File: config.mk
export PLATFORM = sky130hd
export DESIGN_NAME = vga_timing_gen
export DESIGN_NICKNAME = d
export VERILOG_FILES = /design/src/rtl/vga_pkg.sv /design/src/rtl/vga_pix_strobe.sv /design/src/rtl/vga_timing_gen.sv
export SDC_FILE = /design/constraint.sdc
export NUM_CORES = 1
export LEC_CHECK = 0
export ABC_AREA = 1
export CAP_MARGIN = 40
export CORE_MARGIN = 4
export CORE_UTILIZATION = 57
export DETAILED_ROUTE_END_ITERATION = 12
export PLACE_DENSITY = 0.8
export SLEW_MARGIN = 20
export SYNTH_ARGS = -nofsm -noshare
export SYNTH_HDL_FRONTEND = slang
export SYNTH_SLANG_ARGS = --single-unit
File: constraint.sdc
create_clock -name clk -period 2.5 [get_ports clk]
set_input_delay 0.5 -clock clk [delete_from_list [all_inputs] [get_ports clk]]
set_output_delay 0.5 -clock clk [all_outputs]
set_load 0.02 [all_outputs]
File: src/rtl/vga_pkg.sv
// Shared 640x480@60 raster constants for the timing source and every pixel generator.
// Window comparisons go through in_window() so all consumers agree on edge inclusivity.
package vga_pkg;

    localparam int COORD_W = 10;

    localparam int VGA_H_VIS   = 640;
    localparam int VGA_H_FP    = 16;
    localparam int VGA_H_SYNC  = 96;
    localparam int VGA_H_BP    = 48;
    localparam int VGA_H_TOTAL = VGA_H_VIS + VGA_H_FP + VGA_H_SYNC + VGA_H_BP;

    localparam int VGA_V_VIS   = 480;
    localparam int VGA_V_FP    = 10;
    localparam int VGA_V_SYNC  = 2;
    localparam int VGA_V_BP    = 33;
    localparam int VGA_V_TOTAL = VGA_V_VIS + VGA_V_FP + VGA_V_SYNC + VGA_V_BP;

    // Both syncs are active-low for this mode.
    localparam logic SYNC_ACTIVE = 1'b0;
    localparam logic SYNC_IDLE   = 1'b1;

    // Half-open window test: lo <= c < hi.
    function automatic logic in_window(input logic [COORD_W-1:0] c, input int lo, input int hi);
        return (int'(c) >= lo) && (int'(c) < hi);
    endfunction

endpackage

File: src/rtl/vga_pix_strobe.sv
// Pixel-rate divider: free-running 0..PIX_DIV-1 counter, strobe on the last count.
// With PIX_DIV=1 the counter is pinned at zero and the strobe is high every cycle.
module vga_pix_strobe #(
    parameter int PIX_DIV = 4
) (
    input  logic clk,
    input  logic rst_n,
    output logic strobe
);

    localparam int DIV_W = (PIX_DIV > 1) ? $clog2(PIX_DIV) : 1;
    localparam logic [DIV_W-1:0] DIV_LAST = DIV_W'(PIX_DIV - 1);

    logic [DIV_W-1:0] div;

    assign strobe = (div == DIV_LAST);

    always_ff @(posedge clk or negedge rst_n) begin
        if (!rst_n) begin
            div <= '0;
        end else if (strobe) begin
            div <= '0;
        end else begin
            div <= div + 1'b1;
        end
    end

endmodule

File: src/rtl/vga_timing_gen.sv
// Raster timing source: h/v counters, syncs, visible flag, frame and animation ticks.
// Every output is registered from the counters' next values so all of them change together.
module vga_timing_gen
    import vga_pkg::*;
#(
    parameter int PIX_DIV     = 4,
    parameter int H_VIS       = VGA_H_VIS,
    parameter int H_FP        = VGA_H_FP,
    parameter int H_SYNC      = VGA_H_SYNC,
    parameter int H_BP        = VGA_H_BP,
    parameter int V_VIS       = VGA_V_VIS,
    parameter int V_FP        = VGA_V_FP,
    parameter int V_SYNC      = VGA_V_SYNC,
    parameter int V_BP        = VGA_V_BP,
    parameter int ANIM_FRAMES = 6
) (
    input  logic               clk,
    input  logic               rst_n,
    output logic [COORD_W-1:0] h_cnt,
    output logic [COORD_W-1:0] v_cnt,
    output logic               valid,
    output logic               hsync,
    output logic               vsync,
    output logic               pix_en,
    output logic               frame_tick,
    output logic               anim_tick
);

    localparam int H_TOTAL  = H_VIS + H_FP + H_SYNC + H_BP;
    localparam int V_TOTAL  = V_VIS + V_FP + V_SYNC + V_BP;
    localparam int HS_START = H_VIS + H_FP;
    localparam int HS_END   = HS_START + H_SYNC;
    localparam int VS_START = V_VIS + V_FP;
    localparam int VS_END   = VS_START + V_SYNC;

    localparam logic [COORD_W-1:0] H_LAST    = COORD_W'(H_TOTAL - 1);
    localparam logic [COORD_W-1:0] V_LAST    = COORD_W'(V_TOTAL - 1);
    localparam logic [COORD_W-1:0] V_BLANK   = COORD_W'(V_VIS);
    localparam logic [7:0]         ANIM_LAST = 8'(ANIM_FRAMES - 1);

    logic               strobe;
    logic [COORD_W-1:0] h_nxt;
    logic [COORD_W-1:0] v_nxt;
    logic               frame_nxt;
    logic               anim_nxt;
    logic [7:0]         acnt;

    vga_pix_strobe #(
        .PIX_DIV (PIX_DIV)
    ) u_pix_strobe (
        .clk    (clk),
        .rst_n  (rst_n),
        .strobe (strobe)
    );

    always_comb begin
        h_nxt = h_cnt + 1'b1;
        v_nxt = v_cnt;
        if (h_cnt == H_LAST) begin
            h_nxt = '0;
            v_nxt = (v_cnt == V_LAST) ? '0 : v_cnt + 1'b1;
        end
    end

    // Frame tick marks entry into vertical blanking, not the top of the frame.
    assign frame_nxt = strobe && (h_nxt == '0) && (v_nxt == V_BLANK);
    assign anim_nxt  = frame_nxt && (acnt == ANIM_LAST);

    // Reset parks the counters on the last pixel so the first strobe lands on (0,0).
    always_ff @(posedge clk or negedge rst_n) begin
        if (!rst_n) begin
            h_cnt <= H_LAST;
            v_cnt <= V_LAST;
            hsync <= SYNC_IDLE;
            vsync <= SYNC_IDLE;
            valid <= 1'b0;
        end else if (strobe) begin
            h_cnt <= h_nxt;
            v_cnt <= v_nxt;
            hsync <= in_window(h_nxt, HS_START, HS_END) ? SYNC_ACTIVE : SYNC_IDLE;
            vsync <= in_window(v_nxt, VS_START, VS_END) ? SYNC_ACTIVE : SYNC_IDLE;
            valid <= in_window(h_nxt, 0, H_VIS) && in_window(v_nxt, 0, V_VIS);
        end
    end

    always_ff @(posedge clk or negedge rst_n) begin
        if (!rst_n) begin
            pix_en     <= 1'b0;
            frame_tick <= 1'b0;
            anim_tick  <= 1'b0;
        end else begin
            pix_en     <= strobe;
            frame_tick <= frame_nxt;
            anim_tick  <= anim_nxt;
        end
    end

    always_ff @(posedge clk or negedge rst_n) begin
        if (!rst_n) begin
            acnt <= '0;
        end else if (frame_nxt) begin
            acnt <= anim_nxt ? '0 : acnt + 1'b1;
        end
    end

endmodule

Yosys cells after proc, flatten, opt, wreduce, memory -nomap -nowiden
Cells that the tools add are included.
{"block": "word_totals", "ff_bits": 36, "latch_bits": 0, "mem_bits_rw": 0, "rom_bits": 0, "inputBits": 2, "memories": 0}
{"block": "op_classes", "addsub": 4, "multipliers": 0, "div": 0, "magnitude_cmp": 6, "eq_ne": 5, "n_shift": 0, "muxes": 7, "bitwise_logic": 0, "reduce_logical": 7}
{"op": "$mux W10", "count": 3}
{"op": "$add A10 B1 Y10 const B", "count": 2}
{"op": "$eq A10 B10 Y1 const B", "count": 2}
{"op": "$lt A10 B10 Y1 const B", "count": 2}
{"op": "$lt A10 B9 Y1 const B", "count": 2}
{"op": "$eq A10 B9 Y1 const B", "count": 1}
{"op": "$ge A10 B10 Y1 const B", "count": 1}
{"op": "$ge A10 B9 Y1 const B", "count": 1}
{"op": "$logic_not A10 Y1", "count": 1}
{"op": "$add A8 B1 Y8 const B", "count": 1}
{"op": "$eq A8 B3 Y1 const B", "count": 1}
{"op": "$mux W8", "count": 1}
{"op": "$logic_and A1 B1 Y1", "count": 6}
{"op": "$add A2 B1 Y2 const B", "count": 1}
{"op": "$eq A2 B2 Y1 const B", "count": 1}
{"op": "$mux W1", "count": 2}
{"op": "$mux W2", "count": 1}

Depth between registers and ports, before layout
{"block": "logic_depth", "depth_word": 7, "mapped_depth": 16, "ltp_nobuf": 16}

By module
A second synthesis with hierarchy kept.
{"block": "hier_totals", "hier_cells": 329, "hier_area_um2": 2338.5}
{"module": "vga_timing_gen", "n_inst": 1, "cells_each": 325, "area_per_inst_um2": 2272.2, "seq_area_each_um2": 865.8}
{"module": "vga_pix_strobe", "n_inst": 1, "cells_each": 4, "area_per_inst_um2": 66.3, "seq_area_each_um2": 50.0}

Least setup slack after synthesis
OpenSTA, ideal clock, no wires.
{"block": "synth_timing", "path_type": "reg2reg", "start": "register h_cnt[0]", "end": "register acnt[6]", "setup_time_ps": 123, "arrival_time_ps": 1971, "required_ps": 2377, "path_slack_ps": 406, "path_stages_with_launch": 13, "n_path_buf": 0, "synth_period_minus_slack_ps": 2094, "path_cell_list": "dfstp_2 -> ha_1 -> nand4_1 -> nor2_4 -> nand2_1 -> nand2_1 -> nand2_2 -> nor2_4 -> nand3_4 -> nor2_4 -> nand3_4 -> nand2_1 -> o21ai_1"}
{"block": "synth_between", "elab_chain_cells": 7}
{"element": "start: declaration", "line_no": "vga_timing_gen.sv:19", "text": "output logic [COORD_W-1:0] h_cnt,"}
{"element": "start signal: assignment", "line_no": "vga_timing_gen.sv:78", "text": "h_cnt <= h_nxt;"}
{"element": "$add A10 B1 Y10 / $eq A10 B10 Y1 (equally long branches)", "line_no": "vga_timing_gen.sv:57, vga_timing_gen.sv:59"}
{"element": "$mux W10", "line_no": "vga_timing_gen.sv:59", "text": "if (h_cnt == H_LAST) begin"}
{"element": "$logic_not A10 Y1", "line_no": "vga_timing_gen.sv:66", "text": "assign frame_nxt = strobe && (h_nxt == '0) && (v_nxt == V_BLANK);"}
{"element": "$logic_and A1 B1 Y1", "line_no": "vga_timing_gen.sv:66"}
{"element": "$logic_and A1 B1 Y1 (*)", "line_no": "vga_timing_gen.sv:66"}
{"element": "$logic_and A1 B1 Y1", "line_no": "vga_timing_gen.sv:67", "text": "assign anim_nxt = frame_nxt && (acnt == ANIM_LAST);"}
{"element": "$mux W8", "line_no": "vga_timing_gen.sv:102", "text": "acnt <= anim_nxt ? '0 : acnt + 1'b1;"}
{"element": "end signal: assignment", "line_no": "vga_timing_gen.sv:102"}
{"element": "end: declaration", "line_no": "vga_timing_gen.sv:46", "text": "logic [7:0] acnt;"}
Every way passes the cells marked *; elsewhere a longest branch is shown, timed or not.
A chain may end at the register's enable or synchronous reset.

Worst setup path after layout
{"block": "layout_timing", "start": "register h_cnt[0]", "end": "register acnt[1]"}
Same word-level chain as after synthesis.

==> metrics.txt <==
Post-synth top cells=117 x nand2_1, 40 x inv_1, 28 x nor2_1; final worst-path cycle share=0.9343; number of enable flip-flop cells after synthesis=0; Max stage delay on crit path=0.61 ns; I/O pins=28; Total GRT Usage=0.2268; part of the power in registers=0.544; post-synthesis async set-or-reset flop share=1.000; DR pass1 iterations=5; count leader, synth=nand2_1; max-cap check violation count=0; Final Cell Area=3000 µm²; clock power share=0.443; CTS Hold Bufs=0; worst path cell trace=ha_1 -> nand4_1 -> nor2_4 -> nand2_1 -> nand2_1 -> nand2_1 -> nor2_1 -> nand2_1 -> nor2_2 -> nand2_2 -> nand2_1 -> o21ai_1; routability cong.=0.9385; slowest CP cell=dfstp_2; FF-to-FF setup slack=0.16 ns; grt ovf=0; initial DRC count=198; starting density of the core=0.5930; synthesized instance count=359; FF-to-FF End=acnt[1]; Rel. slew slack=0.5948; Port Buffers=27; Lkg Pwr=0.001376 µW; dominant register cell in the synthesized netlist=dfrtp_1; crit path capture=acnt[1]; WL final=5910 µm; Fin Clk Skew=0.01143 ns; number of core rows=24; Die X-Extent=75.54 µm; min Tclk post-route=2.336 ns; outcome=finished clean; Yosys top cell area share=0.2310; clk buf depth=2; number of global-route vias before repair=2137; CP Max Fanout=8; Pint=837.3 µW; clock-pin slew on the worst setup and hold paths=0.08 ns; synthesized net count=368; CTS tree=done; top post-synthesis cells by area=dfrtp_1 23%, nand2_1 17%, dfstp_2 12%; global-route wire length before repair=9894 µm; placed cell areas=2900 µm²; # setup viols final=0; Synth cell types=39; die area=5706 µm²; detailed placement HPWL=4387 µm; switching share of total power=0.2183; Final Hold Violating Endpoints=0; worst slew pin tran=0.6022 ns; CP Launch Point=h_cnt[0]; Seq/Total Area, Yosys=0.3523; critical path startpoint category=flip-flop; CP endpoint kind=flip-flop; Avg Cell Area, Syn=7.242 µm²; per-cell routed wire length=13.46 µm; CP Class=flip-flop to flip-flop; post-CTS sizing=0; # diodes=0; cell taking the most area after synthesis=dfrtp_1; remaining antenna violation count=0; Power Density=357.0 nW/µm²; total clock sinks=36; Comb power frac=0.013; Achievable Freq=428.1 MHz; Die Height=75.54 µm; # DRC=0; HP Start=u_pix_strobe.div[0]; H-Tree Depth=2; R2R cell count=12; Final Max Tran Viols=0; register bit total from synthesis=36; core area=4384 µm²; r2r startpoint=h_cnt[0]; maximum VDD drop=0.0003035 V; DR vias/cell=5.444; largest net degree at the start of global routing=37; Worst Path Required=2.68 ns; via count=2390; switching pwr=233.8 µW; synthesized cell area=2600 µm²; Area Overhead vs Synth=15.40%; Clock Latency Late Sink=0.30 ns; setup TNS=0 ns; initial antenna violation count=0; Worst Hold Slack=0.4218 ns; worst hold-check path type=flip-flop to flip-flop; CP dominant cell by count=nand2_1; net total in the final layout=395; RSZ-0062 raised after global routing=false; crit path DAT=2.52 ns; Synth Warn #=0; layout cells sized above 1=0.1680; CTS buffer count=5; # Post-CTS Setup Buffers=0; CTS root buffer=clkbuf_8
==> worst min path at each step <==
stage | endpoint | cells past startpoint
finish | u_pix_strobe.div[0] | 1
global route | u_pix_strobe.div[0] | 1
CTS | u_pix_strobe.div[0] | 1
detailed placement | u_pix_strobe.div[0] | 1
global placement | u_pix_strobe.div[0] | 1
floorplan | acnt[0] | 0
==> cell families after synthesis <==
kind of cell               synth area share
and+or+nand+nor                      0.4235
DFF                                  0.3523
AOI/OAI and AO/OA                   0.07363
buffers and inverters               0.08710
xor gates and xnor gates            0.02984
adders and majority gates           0.03368
==> registers in the layout, summed over array words and instances, names as in the netlist <==
register          count
pix_en                1
u_pix_strobe.div      2
valid                 1
frame_tick            1
h_cnt                10
vsync                 1
anim_tick             1
hsync                 1
v_cnt                10
acnt                  8
==> through the flow <==
stage               utilization  power [µW]  std cells  setup slack [ns]
CTS                      0.6844        1079        439            0.1843
detailed placement       0.6615       608.1        431            0.1988
global route             0.6844        1103        439          0.004130
global placement         0.6615       607.7        431            0.2743
floorplan                     -       593.7        359            0.4062
finish                   0.6844        1071        439            0.1642
==> power by group through the flow <==
stage          Clock [µW]  Sequential (µW)  Combinational, µW
2_1_floorplan           0              594           0.000795
3_3_place_gp            0              594               14.2
3_5_place_dp            0              594               14.5
4_1_cts               481              583               14.6
5_1_grt               504              583               16.0
6_report              474              583               13.6
==> layout by cell type (no fill, tap or decap), types with 2 or more instances in the layout <==
master,n
nand2_1,117
inv_1,40
nor2_1,28
clkdlybuf4s50_1,27
nand3_1,25
dfrtp_1,24
o21ai_0,18
dfstp_2,12
nor2_4,8
nand2_2,8
nand4_1,7
ha_1,7
clkbuf_8,7
xor2_1,6
o21ai_1,6
inv_2,5
nand3_2,4
nor2_2,4
nor3_1,4
or2_2,4
nand3_4,3
buf_4,3
a21oi_1,2
nand2_4,2
o211ai_1,2
==> area by class of cell <==
class | instances | area (µm²)
multi-input cells | 268 | 1458
fillers | 392 | 1384
flip-flops and latches | 36 | 915.9
repair buffers | 30 | 292.8
inverters | 45 | 168.9
clock buffers | 8 | 100.1
well taps | 52 | 65.06
==> layer usage <==
metal,vias up,GRT usage,part of all wire
met5,-,0,0
met4,0,0.07767,0.014
met3,11,0.04354,0.046
met2,67,0.3653,0.48
met1,1122,0.3062,0.46
li1,1190,-,-
==> worst max-delay path, delay by kind of cell, from the launching register on <==
kind	cells	cell delay, ns
compound gates	1	0.06
fa+ha+maj	1	0.25
simple gates	10	1.31
flops	1	0.61
No activity file was read; power rests on OpenSTA's default activity.
